## config.mk

```make
export PLATFORM = sky130hd
export DESIGN_NAME = button_debouncer
export DESIGN_NICKNAME = d
export VERILOG_FILES = /design/src/rtl/button_debouncer.sv
export SDC_FILE = /design/constraint.sdc
export NUM_CORES = 1
export LEC_CHECK = 0
export CORE_UTILIZATION = 60
export CTS_CLUSTER_DIAMETER = 60
export DETAILED_ROUTE_END_ITERATION = 8
export GPL_ROUTABILITY_DRIVEN = 0
export PLACE_DENSITY = 0.74
export RECOVER_POWER = 100
export SLEW_MARGIN = 20
export SYNTH_ARGS = -nofsm -noshare
export SYNTH_HDL_FRONTEND = slang
export SYNTH_SLANG_ARGS = --single-unit
```

## constraint.sdc

```tcl
create_clock -name clock -period 4.08 [get_ports clock]
set_clock_uncertainty 0.2 [all_clocks]
set_input_delay 0.408 -clock clock [delete_from_list [all_inputs] [get_ports clock]]
set_output_delay 0.408 -clock clock [all_outputs]
set_load 0.01 [all_outputs]
```

## src/rtl/button_debouncer.sv

```systemverilog
// Push-button conditioner: two-flop synchroniser, stability-counter debounce FSM,
// registered press/release/long-press pulses and a press-toggled level.
module button_debouncer #(
   parameter int unsigned DEBOUNCE_CYCLES = 10,
   parameter int unsigned LONG_CYCLES     = 40,
   parameter int unsigned CNT_W           = 32
) (
   input  logic clock,
   input  logic reset,
   input  logic button_in,
   output logic pressed,
   output logic press_pulse,
   output logic release_pulse,
   output logic long_press,
   output logic toggle
);

   typedef enum logic [1:0] {
      RELEASED,
      PRESS_CHK,
      HELD,
      RELEASE_CHK
   } state_e;

   // deb_cnt counts the samples already seen at the new level, so acceptance
   // happens when the current sample is the DEBOUNCE_CYCLES-th one.
   localparam logic [CNT_W-1:0] DEB_LAST = CNT_W'(DEBOUNCE_CYCLES - 1);
   localparam logic [CNT_W-1:0] LONG_MAX = CNT_W'(LONG_CYCLES);
   localparam logic [CNT_W-1:0] ONE      = CNT_W'(1);

   state_e           state_q, state_d;
   logic             s1_q, s2_q;
   logic [CNT_W-1:0] deb_cnt_q, deb_cnt_d;
   logic [CNT_W-1:0] hold_cnt_q, hold_cnt_d;
   logic             pressed_q, pressed_d;
   logic             press_pulse_q, press_pulse_d;
   logic             release_pulse_q, release_pulse_d;
   logic             long_press_q, long_press_d;
   logic             toggle_q, toggle_d;

   always_ff @(posedge clock or posedge reset) begin
      if (reset) begin
         s1_q            <= 1'b0;
         s2_q            <= 1'b0;
         state_q         <= RELEASED;
         deb_cnt_q       <= '0;
         hold_cnt_q      <= '0;
         pressed_q       <= 1'b0;
         press_pulse_q   <= 1'b0;
         release_pulse_q <= 1'b0;
         long_press_q    <= 1'b0;
         toggle_q        <= 1'b0;
      end else begin
         s1_q            <= button_in;
         s2_q            <= s1_q;
         state_q         <= state_d;
         deb_cnt_q       <= deb_cnt_d;
         hold_cnt_q      <= hold_cnt_d;
         pressed_q       <= pressed_d;
         press_pulse_q   <= press_pulse_d;
         release_pulse_q <= release_pulse_d;
         long_press_q    <= long_press_d;
         toggle_q        <= toggle_d;
      end
   end

   always_comb begin
      state_d         = state_q;
      deb_cnt_d       = deb_cnt_q;
      hold_cnt_d      = hold_cnt_q;
      pressed_d       = pressed_q;
      toggle_d        = toggle_q;
      press_pulse_d   = 1'b0;
      release_pulse_d = 1'b0;
      long_press_d    = 1'b0;

      // Hold timer runs through release glitches; saturation gives one long_press per press.
      if ((state_q == HELD || state_q == RELEASE_CHK) && hold_cnt_q != LONG_MAX) begin
         hold_cnt_d = hold_cnt_q + ONE;
         if (hold_cnt_q + ONE == LONG_MAX) begin
            long_press_d = 1'b1;
         end
      end

      case (state_q)
         RELEASED: begin
            if (s2_q) begin
               if (DEB_LAST == '0) begin
                  state_d       = HELD;
                  deb_cnt_d     = '0;
                  hold_cnt_d    = '0;
                  pressed_d     = 1'b1;
                  press_pulse_d = 1'b1;
                  toggle_d      = ~toggle_q;
               end else begin
                  state_d   = PRESS_CHK;
                  deb_cnt_d = ONE;
               end
            end
         end
         PRESS_CHK: begin
            if (!s2_q) begin
               state_d   = RELEASED;
               deb_cnt_d = '0;
            end else if (deb_cnt_q == DEB_LAST) begin
               state_d       = HELD;
               deb_cnt_d     = '0;
               hold_cnt_d    = '0;
               pressed_d     = 1'b1;
               press_pulse_d = 1'b1;
               toggle_d      = ~toggle_q;
            end else begin
               deb_cnt_d = deb_cnt_q + ONE;
            end
         end
         HELD: begin
            if (!s2_q) begin
               if (DEB_LAST == '0) begin
                  state_d         = RELEASED;
                  deb_cnt_d       = '0;
                  pressed_d       = 1'b0;
                  release_pulse_d = 1'b1;
               end else begin
                  state_d   = RELEASE_CHK;
                  deb_cnt_d = ONE;
               end
            end
         end
         RELEASE_CHK: begin
            if (s2_q) begin
               state_d   = HELD;
               deb_cnt_d = '0;
            end else if (deb_cnt_q == DEB_LAST) begin
               state_d         = RELEASED;
               deb_cnt_d       = '0;
               pressed_d       = 1'b0;
               release_pulse_d = 1'b1;
            end else begin
               deb_cnt_d = deb_cnt_q + ONE;
            end
         end
         default: begin
            state_d   = RELEASED;
            deb_cnt_d = '0;
         end
      endcase
   end

   assign pressed       = pressed_q;
   assign press_pulse   = press_pulse_q;
   assign release_pulse = release_pulse_q;
   assign long_press    = long_press_q;
   assign toggle        = toggle_q;

endmodule
```

==> flow_summary.toml, run 1 <==
[min_path]
whs_path_depth = 0
hold_class = "register to register"
worst_hold_startpoint = "s1_q"
holdPathEnd = "s2_q"

[sta]
period_share_pct = 80.8
worst_pin_slew_ps = 1820
layout_setup_ws_ps = 782
finalCriticalPeriod_ps = 3300
rsz0062_at_grt = "false"
hold_viol_final = 0
whs_ps = 153
setup_violations = 0
tns_ps = 0
relSlewSlack_pct = -21.2
timing.fmax_mhz = 303
slew_viol_final = 35

[setup_path]
cp_max_fo = 53
r2r_slack_ps = 780
r2r-start = "deb_cnt_q[1]"
required_ps = 4060
setup.worst_path.end_class = "register"
cp.arrival_ps = 3280
cp-start-kind = "register"
rr_worst_depth = 9
r2r-end = "deb_cnt_q[6]"
crit_type = "register to register"

[run]
maxCapViolCount = 1

[synthesis]
synth_edf_count = 0
synth-async-reset-ratio_pct = 100
netlist_area_sq_um = 4470
avgSynthCellArea_sq_um = 8.97
netlist-cell-type-count = 59
synth_ff_type = "dfrtp_1"
synth.yosys.seq_area_share_pct = 40.9
yosysWarnings = 0
synthCells = 498
synth_nets = 505
ys_ff_latch = 73

[drt]
route.detailed.drc = 0
vias_per_cell = 6.19
routed_wirelength_um = 9570
drtAntennaViolNets = 0
avgRoutedWirePerCell_um = 16.1
drt_pass1_iterations = 5
drt_iter0_drc = 196
vias = 3672

[placement]
dpl.hpwl_um = 6270
place_ws_ps = 1240
portBuffers = 7

[pwr]
p_total_uw = 1500
swShare_pct = 30.5
power_frac_comb_pct = 13.5
ir_worst_vdd_uv = 260
p_per_area_nw_per_um2 = 323
clock_power_share_pct = 35.2
p_seq_share_pct = 51.3
p_leak_uw = 0.00188
netSwitchingPower_uw = 458
intPower_uw = 1040

[floorplan]
start_util_pct = 61.9
die-area_sq_um = 7790
die_w_um = 88.3
coreArea_sq_um = 7210
die_h_um = 88.3
io_pins = 8
num_rows = 31

[outcome]
violations = "capacitance limit, slew limit"
status = "complete, but fails checks"

[grt]
grt_pass1_vias = 3275
antenna_found_initial = 0
grt_first_pass_wirelength_um = 16100
grt_overflow = 0
track_usage_pct = 26.8
grt_max_degree = 54

[clocking]
clk-insertion-delay-late_ps = 360
cts_inserted_buffers = 9
ctsHoldBuffers = 0
clock_tree.root_cell = "clkbuf_8"
clk_pin_slew_ps = 80
cts_tree = "done"
cts.sinks = 73
clock_path_buffers = 2
post_cts_resized = 0
post_cts.repair.setup_buffers = 0
h-tree-depth = 3

[cells_and_area]
nets = 496
final_common_cell = "dfrtp_1"
syn_to_final_growth_pct = 4.09
drive_gt1_share_pct = 8.70
n_antenna_cell = 0
final_cell_mix = "73 x dfrtp_1, 61 x nor2_1, 43 x o21ai_0"
## cell usage after synthesis, drive strengths merged (6+ instances only)
cell	n	area, sq um
buf	18	111
inv	15	56.3
o21ai	45	225
clkbuf	15	108
and3	9	60.1
xor2	17	149
nand4	18	155
xnor2	30	263
nor2	63	241
nand3	26	135
nand2	37	139
o31ai	15	113
a21oi	11	55.1
dfrtp	73	1830
a31oi	6	37.5
nor4	22	198
o41ai	9	86.3
nor3	18	90.1
## final cells by class
class                   count  area (sq um)
inverters                  15          56.3
multi-input cells         377          2360
fillers                   651          2560
flip-flops and latches     73          1830
repair buffers             13           105
clock buffers              10           138
clock inverters             6          43.8
well taps                  99           124
## sequential cells by signal, summed over array words and instances (netlist names), named ones only
signal         cells
deb_cnt_q         32
hold_cnt_q        32
long_press         1
press_pulse        1
pressed            1
release_pulse      1
s1_q               1
s2_q               1
state_q            1
toggle             1
## power groups by stage
stage	Sequential (uW)	Clock, uW	Combinational, uW
finish	771	529	203
CTS	770	540	203
global placement	784	0	196
global route	774	575	234
detailed placement	785	0	203
floorplan	778	0	160
## critical path: stages, from the launching register on
cell	delay, ps
dfrtp_1	420
inv_1	80
ha_1	130
nor4b_1	260
nand4_1	220
o211ai_1	490
clkbuf_2	840
nor2_1	120
o21ai_0	210
o21ai_0	140
## through the flow
step	cell area (sq um)	util (%)	instances
final	4650	64.4	593
after detailed placement	4490	62.2	577
after global routing	4650	64.4	593
after CTS	4670	64.7	593
after floorplan	4470	-	498
after global placement	4490	62.2	577
## per-layer routing
layer	GRT usage (%)	up-vias	part of all wire, %
li1	-	1776	-
met1	39.9	1798	50
met2	38.4	85	45
met3	6.90	13	4.4
met4	8.06	0	1.1
met5	0	-	0
## cells by family after synthesis
logic type	synth area share, %
AOI/OAI and AO/OA	14.0
DFF	40.9
and+or+nand+nor	28.2
buffers and inverters	6.16
xor gates and xnor gates	9.22
adders and majority gates	1.12
muxes	0.448
## worst max path at each step
stage / startpoint / to / slack [ps]
3_3_place_gp: deb_cnt_q[12] / deb_cnt_q[30] / 1380
6_report: deb_cnt_q[1] / deb_cnt_q[6] / 780
4_1_cts: deb_cnt_q[1] / deb_cnt_q[6] / 1220
3_5_place_dp: deb_cnt_q[1] / deb_cnt_q[6] / 1240
2_1_floorplan: reset / async pin / 1620
5_1_grt: deb_cnt_q[1] / deb_cnt_q[6] / 480
Power figures use the tool's default switching activity.
==> inputs of run 2 (changes only) <==
==> constraint.sdc (replaced) <==
create_clock -name clock -period 3.5 [get_ports clock]
set_clock_uncertainty 0.2 [all_clocks]
set_input_delay 0.35 -clock clock [delete_from_list [all_inputs] [get_ports clock]]
set_output_delay 0.35 -clock clock [all_outputs]
set_load 0.01 [all_outputs]
==> run 2 against run 1 <==
Effect of this change:
- clock-buffer cell count is the same
- sequential power grew 17%
- non-clock buffer count grew 1
- sequential cell count is the same
- register-to-register slack lost 170 ps
- the run now ends clean
- sequential share of layout area is essentially flat
- worst setup slack lost 170 ps
- via count shrank 1.9%
==> flow_summary.toml, run 2 (synthesis gave the netlist of run 1 again) <==
[drt]
avgRoutedWirePerCell_um = 15.2
route.detailed.drc = 0
vias_per_cell = 6.07
vias = 3601
drt_pass1_iterations = 5
drt_iter0_drc = 242
routed_wirelength_um = 9040
drtAntennaViolNets = 0

[grt]
grt_max_degree = 35
grt_first_pass_wirelength_um = 15500
grt_pass1_vias = 3138
antenna_found_initial = 0
track_usage_pct = 25.8
grt_overflow = 0

[floorplan]
io_pins = 8
die_h_um = 88.3
num_rows = 31
coreArea_sq_um = 7210
die-area_sq_um = 7790
die_w_um = 88.3
start_util_pct = 61.9

[placement]
portBuffers = 7
dpl.hpwl_um = 6170
dpl_cell_area_sq_um = 4490

[min_path]
holdPathEnd = "s2_q"
worst_hold_startpoint = "s1_q"
hold_class = "register to register"
whs_path_depth = 0

[setup_path]
r2r-end = "deb_cnt_q[30]"
setup.worst_path.end_class = "register"
cp.arrival_ps = 2930
crit_start = "deb_cnt_q[0]"
r2r-start = "deb_cnt_q[0]"
required_ps = 3540
cp_max_fo = 8
r2r_slack_ps = 610
crit_type = "register to register"
rr_worst_depth = 6
cp-start-kind = "register"

[sta]
worst_pin_slew_ps = 1400
hold_viol_final = 0
rsz0062_at_grt = "false"
finalCriticalPeriod_ps = 2890
setup_violations = 0
whs_ps = 156
relSlewSlack_pct = 6.40
period_share_pct = 82.6
timing.fmax_mhz = 346
tns_ps = 0
slew_viol_final = 0

[cells_and_area]
nets = 497
multiInputGateArea_sq_um = 2340
final_cell_mix = "73 x dfrtp_1, 62 x nor2_1, 43 x o21ai_0"
reg_top3 = "deb_cnt_q: 32 flops, hold_cnt_q: 32 flops"
drive_gt1_share_pct = 8.10
stdcell_area_sq_um = 4650
final_common_cell = "dfrtp_1"
num-fill-cells = 647
syn_to_final_growth_pct = 4.06
n_antenna_cell = 0
regArea_sq_um = 1830

[clocking]
cts_tree = "done"
clk_pin_slew_ps = 80
clock_path_buffers = 2
clk-insertion-delay-late_ps = 350
post_cts_resized = 0
clock_tree.root_cell = "clkbuf_8"
cts.sinks = 73
h-tree-depth = 3
post_cts.repair.setup_buffers = 0
ctsHoldBuffers = 0
cts_inserted_buffers = 9

[run]
maxCapViolCount = 0

[pwr]
ir_worst_vdd_uv = 275
p_per_area_nw_per_um2 = 383
p_leak_uw = 0.00189
p_total_uw = 1780

[outcome]
status = "finished, final reports clean"
[run 2: through the flow]
| step | util, % | cells | worst slack (ps) |
|---|---|---|---|
| after global routing | 64.4 | 593 | 374 |
| after CTS | 64.9 | 593 | 838 |
| after detailed placement | 62.3 | 578 | 864 |
| after global placement | 62.3 | 578 | 874 |
| after floorplan | - | 498 | 1100 |
| final | 64.4 | 593 | 610 |
[run 2: worst max-delay path by stage]
stage / endpoint / slack (ps) / cells past startpoint
2_1_floorplan: async pin / 1100 / 1
3_3_place_gp: long_press / 870 / 6
3_5_place_dp: long_press / 860 / 6
4_1_cts: long_press / 840 / 6
5_1_grt: hold_cnt_q[21] / 370 / 3
6_report: deb_cnt_q[30] / 610 / 6
[run 2: power breakdown]
part           leakage (uW)  switching (uW)  internal, uW
clock network     0.0000844             317           324
registers           0.00100            31.9           867
logic              0.000799             161          79.6
total               0.00189             510          1270
[run 2: layout make-up]
type | count | share of cell area (%)
Inverter | 15 | 1.21
Timing Repair Buffer | 14 | 2.50
Clock buffer | 10 | 2.75
Sequential cell | 73 | 39.3
Multi-Input combinational cell | 377 | 50.3
Tap cell | 99 | 2.66
Clock inverter | 5 | 1.24
[run 2: per-layer routing]
layer	track usage, %	vias up	wire, um
li1	-	1773	-
met1	39.3	1723	4500
met2	36.2	96	3970
met3	7.65	9	475
met4	5.72	0	94
met5	0	-	0
[run 2: critical path, stage by stage (launching register included)]
cell and delay, ps:
dfrtp_1 410, ha_1 210, nand3_1 150, or4_1 680, nor4_1 630, nand2b_1 150
o41ai_1 350
